==> config.mk <==
export PLATFORM = sky130hd
export DESIGN_NAME = rs_alu_scheduler
export DESIGN_NICKNAME = d
export VERILOG_FILES = /design/src/rtl/rs_alu_scheduler.sv
export SDC_FILE = /design/constraint.sdc
export NUM_CORES = 1
export LEC_CHECK = 0
export CAP_MARGIN = 20
export CORE_MARGIN = 5
export CORE_UTILIZATION = 39
export DETAILED_ROUTE_END_ITERATION = 10
export PLACE_DENSITY = 0.75
export SETUP_SLACK_MARGIN = 0.4
export SYNTH_ARGS = -nofsm -noshare
export SYNTH_HDL_FRONTEND = slang
export SYNTH_SLANG_ARGS = --single-unit
==> constraint.sdc <==
create_clock -name clk -period 2.2 [get_ports clk]
set_input_delay 0.55 -clock clk [delete_from_list [all_inputs] [get_ports clk]]
set_output_delay 0.55 -clock clk [all_outputs]
set_load 0.01 [all_outputs]
==> src/rtl/rs_alu_scheduler.sv <==
// Scheduler for a bank of ALU reservation-station lines sharing one non-pipelined ALU:
// line allocation, round-robin ALU dispatch, ALU_LAT hold and CDB write-back handshake.
module rs_alu_scheduler #(
    parameter int          N_LINES  = 4,
    parameter int          ALU_LAT  = 2,
    parameter logic [7:0]  TAG_BASE = 8'h01,
    localparam int         SEL_W    = $clog2(N_LINES)
) (
    input  logic               clk,
    input  logic               rst,
    input  logic               alloc_req,
    output logic               alloc_ack,
    output logic [N_LINES-1:0] issue,
    output logic [7:0]         alloc_tag,
    output logic               full,
    input  logic [N_LINES-1:0] line_busy,
    input  logic [N_LINES-1:0] line_ready,
    output logic [SEL_W-1:0]   alu_sel,
    output logic               alu_active,
    output logic               cdb_req,
    output logic [7:0]         cdb_req_tag,
    input  logic               cdb_gnt,
    output logic [N_LINES-1:0] FU_result_taken
);

    typedef enum logic [1:0] {
        IDLE,
        EXEC,
        WB
    } state_t;

    state_t             state_q, state_d;
    logic [SEL_W-1:0]   sel_q, sel_d;
    logic [SEL_W-1:0]   rr_ptr_q, rr_ptr_d;
    logic [3:0]         cnt_q, cnt_d;
    logic [N_LINES-1:0] mask_q, mask_d;

    logic [SEL_W-1:0]     free_idx;
    logic [N_LINES-1:0]   cand;
    logic [2*N_LINES-1:0] cand_rot2;
    logic [N_LINES-1:0]   cand_rot;
    logic [SEL_W:0]       pick_off;
    logic [SEL_W-1:0]     pick_idx;
    logic [N_LINES-1:0]   sel_onehot;

    // (a + b) mod N_LINES for a < N_LINES, b <= N_LINES; one extra bit covers the overflow.
    function automatic logic [SEL_W-1:0] wrap_add(input logic [SEL_W-1:0] a,
                                                   input logic [SEL_W:0]   b);
        logic [SEL_W:0] s;
        s = {1'b0, a} + b;
        if (s >= (SEL_W+1)'(N_LINES))
            s = s - (SEL_W+1)'(N_LINES);
        return s[SEL_W-1:0];
    endfunction

    // NOTE: every always_comb output gets a default first so no path can infer a latch.
    always_comb begin
        free_idx = '0;
        for (int i = N_LINES - 1; i >= 0; i--) begin
            if (!line_busy[i])
                free_idx = SEL_W'(i);
        end
        full      = &line_busy;
        alloc_ack = rst & alloc_req & ~full;
        issue     = alloc_ack ? (N_LINES'(1) << free_idx) : '0;
        alloc_tag = TAG_BASE + 8'(free_idx);
    end

    // Rotating the doubled candidate vector puts rr_ptr at bit 0, so lowest-set-bit is round-robin.
    always_comb begin
        cand      = line_ready & line_busy & ~mask_q;
        cand_rot2 = {cand, cand} >> rr_ptr_q;
        cand_rot  = cand_rot2[N_LINES-1:0];
        pick_off  = '0;
        for (int i = N_LINES - 1; i >= 0; i--) begin
            if (cand_rot[i])
                pick_off = (SEL_W+1)'(i);
        end
        pick_idx = wrap_add(rr_ptr_q, pick_off);
    end

    assign sel_onehot = N_LINES'(1) << sel_q;

    always_comb begin
        state_d  = state_q;
        sel_d    = sel_q;
        rr_ptr_d = rr_ptr_q;
        cnt_d    = cnt_q;
        mask_d   = '0;
        unique case (state_q)
            IDLE: begin
                if (|cand) begin
                    sel_d    = pick_idx;
                    cnt_d    = 4'(ALU_LAT - 1);
                    rr_ptr_d = wrap_add(pick_idx, (SEL_W+1)'(1));
                    state_d  = EXEC;
                end
            end
            EXEC: begin
                if (cnt_q == '0)
                    state_d = WB;
                else
                    cnt_d = cnt_q - 4'd1;
            end
            WB: begin
                // Mask the freed line for one arbitration: its data_ready is still stale.
                if (cdb_gnt) begin
                    mask_d  = sel_onehot;
                    state_d = IDLE;
                end
            end
            default: state_d = IDLE;
        endcase
    end

    // NOTE: sequential state uses non-blocking assignments so all registers update together.
    always_ff @(posedge clk or negedge rst) begin
        if (!rst) begin
            state_q  <= IDLE;
            sel_q    <= '0;
            rr_ptr_q <= '0;
            cnt_q    <= '0;
            mask_q   <= '0;
        end else begin
            state_q  <= state_d;
            sel_q    <= sel_d;
            rr_ptr_q <= rr_ptr_d;
            cnt_q    <= cnt_d;
            mask_q   <= mask_d;
        end
    end

    assign alu_sel         = sel_q;
    assign alu_active      = (state_q == EXEC);
    assign cdb_req         = (state_q == WB);
    assign cdb_req_tag     = TAG_BASE + 8'(sel_q);
    assign FU_result_taken = (state_q == WB && cdb_gnt) ? sel_onehot : '0;

endmodule

== Word level (Yosys, flattened, before mapping) ==
Index checks and enable logic that the tools add are counted.
Word-level totals
  bits in registers: 14
  output and inout bits: 30
  logic and storage cells: 59
Operators by class
  add/subtract/negate cells: 7
  magnitude comparators: 2
  equality and inequality tests: 6
  shift operators: 3
  muxes and demuxes: 21
  bitwise operators: 6
  reductions and logical operators: 9
Operators with widths (number)
  $mux 4: 6
  $mux 2: 10
  $mux 3: 3
  $and 4x4->4: 2
  $pmux 4 s2: 1
  $shl 1x2->4 const A: 2
  $shr 8x2->4: 1
  $add 1x2->3 const A: 2
  $ge 3x3->1 const B: 2
  $pmux 2 s3: 1
  $reduce_and 3->1: 2
  $logic_not 4->1: 1
  $ne 2x1->1 const B: 2
  $ne 2x2->1 const B: 2
  $not 4->4: 1
  $reduce_and 4->1: 1
  $reduce_or 4->1: 1
  $sub 2x1->2 const B: 2
  $sub 4x1->4 const B: 1
  $add 2x1->3 const B: 1
  $add 2x3->3: 1
  $and 1x1->1: 2
  $eq 2x1->1 const B: 1
  $eq 2x2->1 const B: 1
  5 further kinds: 5

== Logic depth before layout (Yosys ltp) ==
  depth in word-level cells: 13
  gate-level depth with buffers: 10

== Least setup slack after synthesis ==
No wires, ideal clock.
  path type: input to register
  from: input line_busy[2]
  to: register rr_ptr_q[1]
  arrival: 2.310 ns
  slack: -0.190 ns
  stages: 10
  path buffers: 1
  cells stage by stage: and3b_1 buf_6 nor2_1 or3_1 o221ai_1 ha_1 xnor2_1 or3_1 a21boi_1 xnor2_1
On the way
  word-level cells in the longest chain between the ends: 13
  elaborated cells on any way between the ends: 17
  those cells by class: add/sub (4); order compare (2); shift (1); mux (6); bitwise (2); reduce/logical (2)
Ends and longest elaborated chain
  start, declared: line 16  | input logic [N_LINES-1:0] line_busy,
  $and 4x4->4 * (2 in series): line 71  | cand = line_ready & line_busy & ~mask_q;
  $shr 8x2->4 *: line 72  | cand_rot2 = {cand, cand} >> rr_ptr_q;
  $mux 2: line 76  | if (cand_rot[i])
  $mux 3 (2 in series): line 76
  $mux 3 *: line 76
  $add 2x3->3 *: line 50  | s = {1'b0, a} + b;
  $ge 3x3->1 / $sub 2x1->2 (equally long branches): line 51, 52
  $mux 2 *: line 51  | if (s >= (SEL_W+1)'(N_LINES))
  via pick_idx[0]: line 43  | logic [SEL_W-1:0] pick_idx;
  $add 2x1->3 *: line 50
  $ge 3x3->1 / $sub 2x1->2 (equally long branches): line 51, 52
  $mux 2 *: line 51
  end signal, assigned: line 127  | rr_ptr_q <= rr_ptr_d;
  end, declared: line 34  | logic [SEL_W-1:0] rr_ptr_q, rr_ptr_d;
The timed path passes the listed nets; every way through them passes the cells marked *.
A chain may end at the register's enable or synchronous reset.

== Worst setup path after layout ==
  from: register mask_q[3]
  to: register rr_ptr_q[1]
On the way
  word-level cells in the longest chain between the ends: 13
  elaborated cells on any way between the ends: 17
  those cells by class: add/sub (4); order compare (2); shift (1); mux (6); bitwise (2); reduce/logical (2)
Ends and longest elaborated chain
  start, declared: line 36  | logic [N_LINES-1:0] mask_q, mask_d;
  start signal, assigned: line 129  | mask_q <= mask_d;
  $not 4->4 *: line 71
  $and 4x4->4 *: line 71
  $shr 8x2->4 *: line 72
  $mux 2: line 76
  $mux 3 (2 in series): line 76
  $mux 3 *: line 76
  $add 2x3->3 *: line 50
  $ge 3x3->1 / $sub 2x1->2 (equally long branches): line 51, 52
  $mux 2 *: line 51
  via pick_idx[0]: line 43
  $add 2x1->3 *: line 50
  $ge 3x3->1 / $sub 2x1->2 (equally long branches): line 51, 52
  $mux 2 *: line 51
Marked as above.

==> results_dict.tcl <==
set metrics [dict create \
    cts_made_buffers 3 \
    hold_class "input port to async pin" \
    dr.pass1.iters 6 \
    grt.busiest_layer "met2" \
    synth_seq_cells 14 \
    r2r_slack_ps -170 \
    finalWirelength_mm 4.36 \
    crit_fanout 5 \
    synthDistinctLibCells 29 \
    rsz0062_at_grt "yes" \
    finalCriticalPeriod_ps 2370 \
    cp.arrival_ps 2600 \
    clockBufferDepth 2 \
    critical_path.endpoint_type "flop" \
    die_area_um2 4000 \
    drive_gt1_share_pct 64.0 \
    final_util_pct 80.0 \
    globalplace.congestion 0.784 \
    layout_commonest_cell "buf_6" \
    ctsHoldBuffers 0 \
    avgSynthCellArea_um2 8.91 \
    hold_viol 0 \
    crit_family "simple AND/OR/NAND/NOR gates" \
    die-height_um 63.2 \
    leakagePower_uw 0.00104 \
    cts.sinks 14 \
    die_w_um 63.2 \
    antenna_found_initial 0 \
    ys_seq_area_share_pct 31.7 \
    vias 1238 \
    maxSlewViolCount 0 \
    io_pins 42 \
    final_cell_mix "buf_6 (35), buf_4 (31), dfrtp_1 (13)" \
    fin_crit_sh_pct 108 \
    drv_cap 0 \
    core_um2 2730 \
    insertion_delay_ps 290 \
    vias_per_cell 5.29 \
    ys_warn_count 0 \
    syn_area_um2 1100 \
    r2r_cells 9 \
    initial_utilization_pct 40.4 \
    hold_slack_ps 345 \
    use_met3_pct 3.91 \
    crit_chain "nand3b_1 > nor3_2 > a311oi_2 > o221ai_4 > ha_4 > xnor2_2 > or3_1 > a21boi_2 > xnor2_1" \
    clk_transition_reported_paths_ps 80 \
    grtUsageTotal_pct 18.9 \
    fp-row-count 19 \
    cts_tree "yes" \
    ant_nets 0 \
    violations "setup timing" \
    antenna_cells 0 \
    portBuffers 31 \
    avgRoutedWirePerCell_um 18.6 \
    grt_first_pass_wirelength_mm 6.09 \
    grt_max_degree 15 \
    nets 228 \
    power_density_nw_per_um2 1110 \
    met1_usage_pct 19.3 \
    crit_type "flop to flop" \
    htreeDepth 1 \
    finalWorstSetupSlack_ps -174 \
    drc 0 \
    layout-area-overhead-vs-synth_pct 97.8 \
    hpwlAfterDp_mm 2.22 \
    grt_overflow 0 \
    fin_skew_ps 0.596 \
    cp.required_ps 2430 \
    setup_viol 2 \
    timing.rr.end "rr_ptr_q[1]" \
    status "finished with violations" \
    grt_pass1_vias 1296 \
    r2r-start "mask_q[3]" \
    max_freq_ghz 0.421 \
    syn_inst 124 \
    gr-usage-met2_pct 36.3 \
    ctsRootBufferMaster "clkbuf_4" \
    cp-start-kind "flop" \
    crit_slowest_cell "dfrtp_1" \
    slowest_delay_ps 410 \
    drtIter0Drc 31 \
    ir_drop_uv 913 \
    critPathBufInv 0 \
]
flip-flops by register name (all words and copies together) (netlist names):
register,cells
state_q,2
rr_ptr_q,2
mask_q,4
alu_sel,2
cnt_q,4
power by group:
| part | leakage [uW] | internal [uW] | switching (uW) |
|---|---|---|---|
| clock | 0.0000138 | 64.0 | 89.2 |
| sequential | 0.000176 | 353 | 114 |
| combinational | 0.000846 | 983 | 821 |
cells by family (layout without fill, tap and decap cells):
kind of cell,Yosys count,count (layout),share of synthesized area [%]
other,1,10,0.339
flip-flops,14,14,31.7
buffers and inverters,26,96,13.6
multiplexers,1,1,1.02
adder cells (fa/ha/maj),11,11,12.5
AND/OR/NAND/NOR,46,46,22.5
AO/OA/AOI/OAI,19,19,13.6
XOR/XNOR,6,6,4.76
through the flow:
stage / setup TNS [ps] / instance area (um2) / instances / total power [uW] / worst slack, ps
final: -177 / 2190 / 234 / 2420 / -174
after global placement: -6980 / 1560 / 201 / 1470 / -710
after CTS: -112 / 1970 / 221 / 2040 / -112
after global routing: -309 / 2190 / 234 / 2570 / -257
after floorplan: -138 / 1160 / 133 / 1070 / -138
after detailed placement: -7670 / 1560 / 201 / 1510 / -824
how the worst max path moves through the flow:
stage / endpoint / cells after the start / startpoint
finish: rr_ptr_q[1] / 9 / mask_q[3]
floorplan: rr_ptr_q[1] / 9 / line_ready[3]
global route: rr_ptr_q[1] / 10 / mask_q[3]
global placement: rr_ptr_q[1] / 10 / line_busy[2]
detailed placement: rr_ptr_q[1] / 10 / line_busy[2]
CTS: rr_ptr_q[1] / 8 / mask_q[3]
per-layer routing:
metal / up-vias / share of wire (%)
li1: 569 / -
met1: 598 / 35
met2: 54 / 55
met3: 17 / 5.8
met4: 0 / 3.9
met5: - / 0
cell usage after synthesis, drive strengths merged:
library cell	n	share of area [%]
a21boi	1	0.68
a21oi	5	2.3
a311oi	3	4.0
a32o	1	0.91
and2	4	2.3
and3	8	4.5
and3b	4	3.2
buf	12	8.8
clkbuf	2	0.68
conb	1	0.34
dfrtp	14	32
ha	11	12
inv	12	4.1
mux2	1	1.0
nand2	9	3.1
nand2b	1	0.57
nand3	1	0.45
nand3b	2	1.4
nor2	9	3.1
nor2b	1	0.57
nor3	4	1.8
o2111ai	4	3.2
o21ai	4	1.8
o221ai	1	0.79
or3	3	1.7
xnor2	3	2.4
xor2	3	2.4
what timing repair did:
action	CTS	global route
setup endpoints to repair	28	27
gates cloned	1	0
setup buffers	16	13
resized for setup	174	37
pin swaps	27	20
area by class of cell:
type	count	area (um2)
Clock buffer	3	22.5
Fill cell	157	548
Inverter	12	50.0
Multi-Input combinational cell	93	961
Sequential cell	14	352
Tap cell	31	38.8
Timing Repair Buffer	81	762
No activity file was read; power rests on OpenSTA's default activity.
